--- config.mk ---
export PLATFORM = sky130hd
export DESIGN_NAME = pipe_hazard_ctrl
export DESIGN_NICKNAME = d
export VERILOG_FILES = /design/src/rtl/pipe_hazard_ctrl.sv
export SDC_FILE = /design/constraint.sdc
export NUM_CORES = 1
export LEC_CHECK = 0
export BUFFER_PORTS_ARGS = -buffer_cell sky130_fd_sc_hd__clkbuf_2
export CORE_MARGIN = 4
export CORE_UTILIZATION = 52
export CTS_CLUSTER_DIAMETER = 60
export DETAILED_ROUTE_END_ITERATION = 10
export PLACE_DENSITY = 0.85
export SYNTH_ARGS = -nofsm -noshare
export SYNTH_HDL_FRONTEND = slang
export SYNTH_SLANG_ARGS = --single-unit
--- constraint.sdc ---
create_clock -name clk -period 2.1 [get_ports clk]
set_input_delay 0.42 -clock clk [delete_from_list [all_inputs] [get_ports clk]]
set_output_delay 0.42 -clock clk [all_outputs]
set_load 0.05 [all_outputs]
--- src/rtl/pipe_hazard_ctrl.sv ---
// Pipeline register enable/flush control for the VLIW core: load-use stalls,
// taken-branch squash and a full freeze while data memory is busy.
module pipe_hazard_ctrl #(
    parameter int unsigned LOAD_STALL_CYCLES = 2,
    parameter int unsigned MEM_TIMEOUT       = 16,
    parameter int unsigned STAT_W            = 16
) (
    input  logic              clk,
    input  logic              reset,
    input  logic              id_valid,
    input  logic [2:0]        id_Rm,
    input  logic [2:0]        id_Rn,
    input  logic [2:0]        id_Sm,
    input  logic [2:0]        id_Sn,
    input  logic              id_use_Rm,
    input  logic              id_use_Rn,
    input  logic              id_use_Sm,
    input  logic              id_use_Sn,
    input  logic              ex_memRead,
    input  logic              ex_R_regWrite,
    input  logic              ex_S_regWrite,
    input  logic [2:0]        ex_Rd,
    input  logic [2:0]        ex_Sd,
    input  logic              mem_branch,
    input  logic              mem_taken,
    input  logic              mem_busy,
    output logic              pc_write,
    output logic              if_id_write,
    output logic              id_ex_write,
    output logic              ex_mem_write,
    output logic              mem_wb_write,
    output logic              if_id_flush,
    output logic              id_ex_flush,
    output logic              ex_mem_flush,
    output logic [STAT_W-1:0] stall_cycles,
    output logic [STAT_W-1:0] flush_events,
    output logic              mem_timeout
);

    localparam int unsigned LCNT_W = $clog2(LOAD_STALL_CYCLES + 1);
    localparam int unsigned WCNT_W = $clog2(MEM_TIMEOUT + 1);
    localparam logic [STAT_W-1:0] STAT_MAX = {STAT_W{1'b1}};

    typedef enum logic [1:0] {
        RUN    = 2'd0,
        LSTALL = 2'd1,
        MWAIT  = 2'd2
    } state_e;

    state_e              state_q, state_d;
    state_e              ret_q, ret_d;
    state_e              eff_state;
    logic [LCNT_W-1:0]   lcnt_q, lcnt_d;
    logic [WCNT_W-1:0]   wcnt_q, wcnt_d;
    logic [STAT_W-1:0]   stall_q, stall_d;
    logic [STAT_W-1:0]   flush_q, flush_d;
    logic                tmo_q, tmo_d;
    logic                r_hit, s_hit, haz, br;

    assign r_hit = ex_R_regWrite & ((id_use_Rm & (id_Rm == ex_Rd)) |
                                    (id_use_Rn & (id_Rn == ex_Rd)));
    assign s_hit = ex_S_regWrite & ((id_use_Sm & (id_Sm == ex_Sd)) |
                                    (id_use_Sn & (id_Sn == ex_Sd)));
    assign haz   = id_valid & ex_memRead & (r_hit | s_hit);
    assign br    = mem_branch & mem_taken;

    // Once memory is ready again, MWAIT behaves as the state it interrupted
    assign eff_state = (state_q == MWAIT) ? ret_q : state_q;

    always_ff @(posedge clk) begin
        if (!reset) begin
            state_q <= RUN;
            ret_q   <= RUN;
            lcnt_q  <= '0;
            wcnt_q  <= '0;
            stall_q <= '0;
            flush_q <= '0;
            tmo_q   <= 1'b0;
        end else begin
            state_q <= state_d;
            ret_q   <= ret_d;
            lcnt_q  <= lcnt_d;
            wcnt_q  <= wcnt_d;
            stall_q <= stall_d;
            flush_q <= flush_d;
            tmo_q   <= tmo_d;
        end
    end

    always_comb begin
        state_d = state_q;
        ret_d   = ret_q;
        lcnt_d  = lcnt_q;
        wcnt_d  = wcnt_q;
        flush_d = flush_q;
        tmo_d   = tmo_q;
        stall_d = (!pc_write && (stall_q != STAT_MAX)) ? stall_q + STAT_W'(1) : stall_q;

        if (mem_busy) begin
            if (state_q != MWAIT) begin
                ret_d   = state_q;
                state_d = MWAIT;
                wcnt_d  = WCNT_W'(1);
                tmo_d   = tmo_q | (MEM_TIMEOUT == 1);
            end else begin
                if (wcnt_q != WCNT_W'(MEM_TIMEOUT)) begin
                    wcnt_d = wcnt_q + WCNT_W'(1);
                end
                if ((wcnt_q + WCNT_W'(1)) == WCNT_W'(MEM_TIMEOUT)) begin
                    tmo_d = 1'b1;
                end
            end
        end else begin
            wcnt_d = '0;
            if (br) begin
                state_d = RUN;
                lcnt_d  = '0;
                if (flush_q != STAT_MAX) begin
                    flush_d = flush_q + STAT_W'(1);
                end
            end else if (eff_state == LSTALL) begin
                lcnt_d  = lcnt_q - LCNT_W'(1);
                state_d = (lcnt_q == LCNT_W'(1)) ? RUN : LSTALL;
            end else if (haz && (LOAD_STALL_CYCLES > 1)) begin
                state_d = LSTALL;
                lcnt_d  = LCNT_W'(LOAD_STALL_CYCLES - 1);
            end else begin
                state_d = RUN;
            end
        end
    end

    always_comb begin
        pc_write     = 1'b0;
        if_id_write  = 1'b0;
        id_ex_write  = 1'b0;
        ex_mem_write = 1'b0;
        mem_wb_write = 1'b0;
        if_id_flush  = 1'b0;
        id_ex_flush  = 1'b0;
        ex_mem_flush = 1'b0;

        if (reset && !mem_busy) begin
            id_ex_write  = 1'b1;
            ex_mem_write = 1'b1;
            mem_wb_write = 1'b1;
            if (br) begin
                pc_write     = 1'b1;
                if_id_write  = 1'b1;
                if_id_flush  = 1'b1;
                id_ex_flush  = 1'b1;
                ex_mem_flush = 1'b1;
            end else if ((eff_state == LSTALL) || haz) begin
                id_ex_flush = 1'b1;
            end else begin
                pc_write    = 1'b1;
                if_id_write = 1'b1;
            end
        end
    end

    assign stall_cycles = stall_q;
    assign flush_events = flush_q;
    assign mem_timeout  = tmo_q;

endmodule

==> impl_results.md <==
* Status: complete, no violations
* Pin count of the biggest net entering global routing at 28
* Critical path depth in cells at 6
* Max-cap violations at 0
* Antenna-violating nets left at 0
* Grt ovf at 0
* Top FF cell, synth: dfxtp_1
* Max_slew headroom at 69.5%
* Leading cell type in the layout, fill and taps excluded: clkbuf_2
* Layout Nets at 400
* Setup violators final at 0
* Clock Path Buffers at 2
* Detailed-route via count at 2299
* Total number of H-tree levels at 2
* Worst hold path type: in2reg
* Vias in the first global route at 2333
* Initial DRT Pass Iterations at 4
* GRT Resource Usage Total at 20.8%
* Most frequent cells in the layout: clkbuf_2 (68), dfxtp_1 (42), nor2_1 (31), nand3_1 (26), xnor2_1 (18)
* TritonCTS sink count at 44
* Num CTS Buffers at 5
* Synth Instances at 284
* Max FO, Critical Path at 4
* Reg2reg setup slack at 160 ps
* CP max stage delay at 330 ps
* Crit-path cells: and2b_2, nand3b_2, o21ai_4, o31ai_4, and2_4, clkbuf_16
* Fmax at 489 MHz
* Fin. max-slew vios at 0
* Final Hold Fails at 0
* # IOs at 72
* Crit-path slowest cell: dfxtp_2
* Initial antenna violation count at 0
* Reg2reg path depth at 7
* Die area at 6020 um^2
* Antenna fix cells at 0
* Tot Pwr at 1.73 mW
* Buf/Inv on CP at 1
* Slew @ Worst Pin at 455 ps
* Clk_lat worst skew at 300 ps
* DR iter-0 viols at 93
* Reg area at 883 um^2
* Core area at 4690 um^2
* Static Leak at 1.25 nW
* Minimum clock period at 2040 ps
* Root buf cell: clkbuf_8
* Post-Syn Nets at 321
* Vias/cell at 5.50
* Starting Density at 53.6%
* Fin crit share at 97.3%
* Clock transition at path regs at 80 ps
* Top cell family by delay on the critical path: simple AND/OR/NAND/NOR gates
* Cell row count at 25
* Seq/Total Area, Yosys at 35.0%
* WL final at 5880 um
* CP Launch Type: flip-flop
* Req. time, crit path at 1680 ps
* Worst Hold Path EP: state_q[1]
* Final hold slack at 423 ps
* Post-DR wirelength/cell at 14.1 um
* PortBufs at 71
* Netlist cell types at 62
* First-pass GRT wire length at 10200 um
* Share of post-route cells with drive strength above 1 at 32.7%
* Routability cong. at 0.812
* Finished Layout Cells at 418
* Inst Count DP at 406
* Async SR Flop Fraction at 0%
* VDD IR-drop max at 0.505 mV
* Crit. End Element: output pin
* Pwr dens at 551 nW/um^2
* WHS Path Cells at 3
* Reg2reg start: state_q[0]
* Die H at 77.6 um
* Hold wc startpoint: mem_busy
* Syn Area/Cell at 8.86 um^2
* Reg-to-Reg End: stall_cycles[2]
* Hold_buf cts at 0
* Die Wd at 77.6 um
* Area taken by multi-input logic gates at 1540 um^2
* CP arrival at 1620 ps
* DRC at 0
* Post-Syn Area at 2520 um^2
* CTS tree: yes
* Post-DP HPWL at 4350 um
* Final core occ at 66.7%
* WS Path Type: reg2out
* Synth Register Bits at 44
* Filler instances at 404
* Post-synth EDFFs at 0
* Skew final at 7.42 ps
* Area growth, synth to finish at 24.4%
* Synth Warn # at 0
report_power, final:
part	total [mW]	switching, mW	leakage (nW)	internal, mW
clock	0.640	0.287	0.0552	0.353
sequential	0.854	0.0110	0.356	0.843
combinational	0.233	0.141	0.834	0.0915
timing repair:
item,4_1_cts,5_1_grt
endpoints found under the hold margin,0,0
resized for setup,11,3
endpoints found under the setup margin,3,3
buffers inserted,3,1
pin swaps,2,1
worst max-delay path by stage:
stage	end	start	slack, ps
after global placement	id_ex_flush	ex_Sd[0]	30
after floorplan	pc_write	reset	-40
after CTS	id_ex_flush	ex_Rd[1]	9
after global routing	id_ex_flush	state_q[0]	-8
final	if_id_write	state_q[0]	60
after detailed placement	stall_cycles[6]	ex_Rd[1]	-40
metal layers:
layer  track usage (%)  vias to the layer above  part of all wire, %
li1                  -                     1175                    -
met1              23.6                     1086                   43
met2              37.7                       32                   52
met3              5.57                        6                  3.3
met4              6.58                        0                  1.2
met5                 0                        -                    0
area by class of cell:
class                           count  area share (%)
Tap cell                           54            2.16
Timing Repair Buffer               85            16.1
Clock inverter                      2            1.12
Multi-Input combinational cell    220            49.2
Inverter                            7           0.919
Clock buffer                        6            2.32
Sequential cell                    44            28.2
through the flow:
stage / setup WS (ps) / setup TNS (ps) / cell area (um^2)
floorplan: -37.9 / -37.9 / 2520
global placement: 33.3 / 0 / 2930
detailed placement: -38.8 / -158 / 2930
CTS: 9.27 / 0 / 3110
global route: -7.74 / -7.74 / 3130
finish: 56.7 / 0 / 3130
state kept, by name, summed over array words and instances, names as in the netlist:
signal / flops
stall_cycles: 16
state_q: 2
lcnt_q: 2
wcnt_q: 5
ret_q: 2
flush_events: 16
mem_timeout: 1
synthesized netlist by cell type, types with 2 or more instances:
| cell type | number | area share, % |
|---|---|---|
| dfxtp_1 | 44 | 35 |
| nor2_1 | 32 | 4.8 |
| nand3_1 | 26 | 5.2 |
| xnor2_1 | 18 | 6.3 |
| nand2_1 | 17 | 2.5 |
| a21oi_1 | 16 | 3.2 |
| xor2_1 | 13 | 4.5 |
| nand4_1 | 11 | 2.7 |
| mux2i_1 | 7 | 2.8 |
| nand2b_1 | 7 | 1.7 |
| ha_1 | 6 | 3.0 |
| or4_1 | 6 | 1.8 |
| and3_1 | 5 | 1.2 |
| inv_1 | 5 | 0.75 |
| o31ai_1 | 5 | 1.5 |
| buf_4 | 4 | 1.2 |
| buf_6 | 3 | 1.3 |
| nor3_1 | 3 | 0.60 |
| or3_1 | 3 | 0.75 |
| a211oi_1 | 2 | 0.60 |
| and2_1 | 2 | 0.50 |
| and4_1 | 2 | 0.70 |
| buf_1 | 2 | 0.30 |
| buf_2 | 2 | 0.40 |
| clkbuf_1 | 2 | 0.30 |
| nor4_2 | 2 | 0.99 |
| o21ai_0 | 2 | 0.40 |
| o21ai_1 | 2 | 0.40 |
| o2bb2ai_1 | 2 | 0.70 |
cell families after synthesis:
group | after synthesis | share of synthesized area [%]
adder cells (fa/ha/maj) | 6 | 2.98
multiplexers | 7 | 2.78
AO/OA/AOI/OAI | 42 | 13.0
AND/OR/NAND/NOR | 134 | 30.7
buffers and inverters | 20 | 4.67
flip-flops | 44 | 35.0
XOR/XNOR | 31 | 10.8
tightest hold or removal path, cell delays in order:
cell and delay [ps]:
clkbuf_2 110, inv_4 90, nor2_1 70
Power figures use the tool's default switching activity.
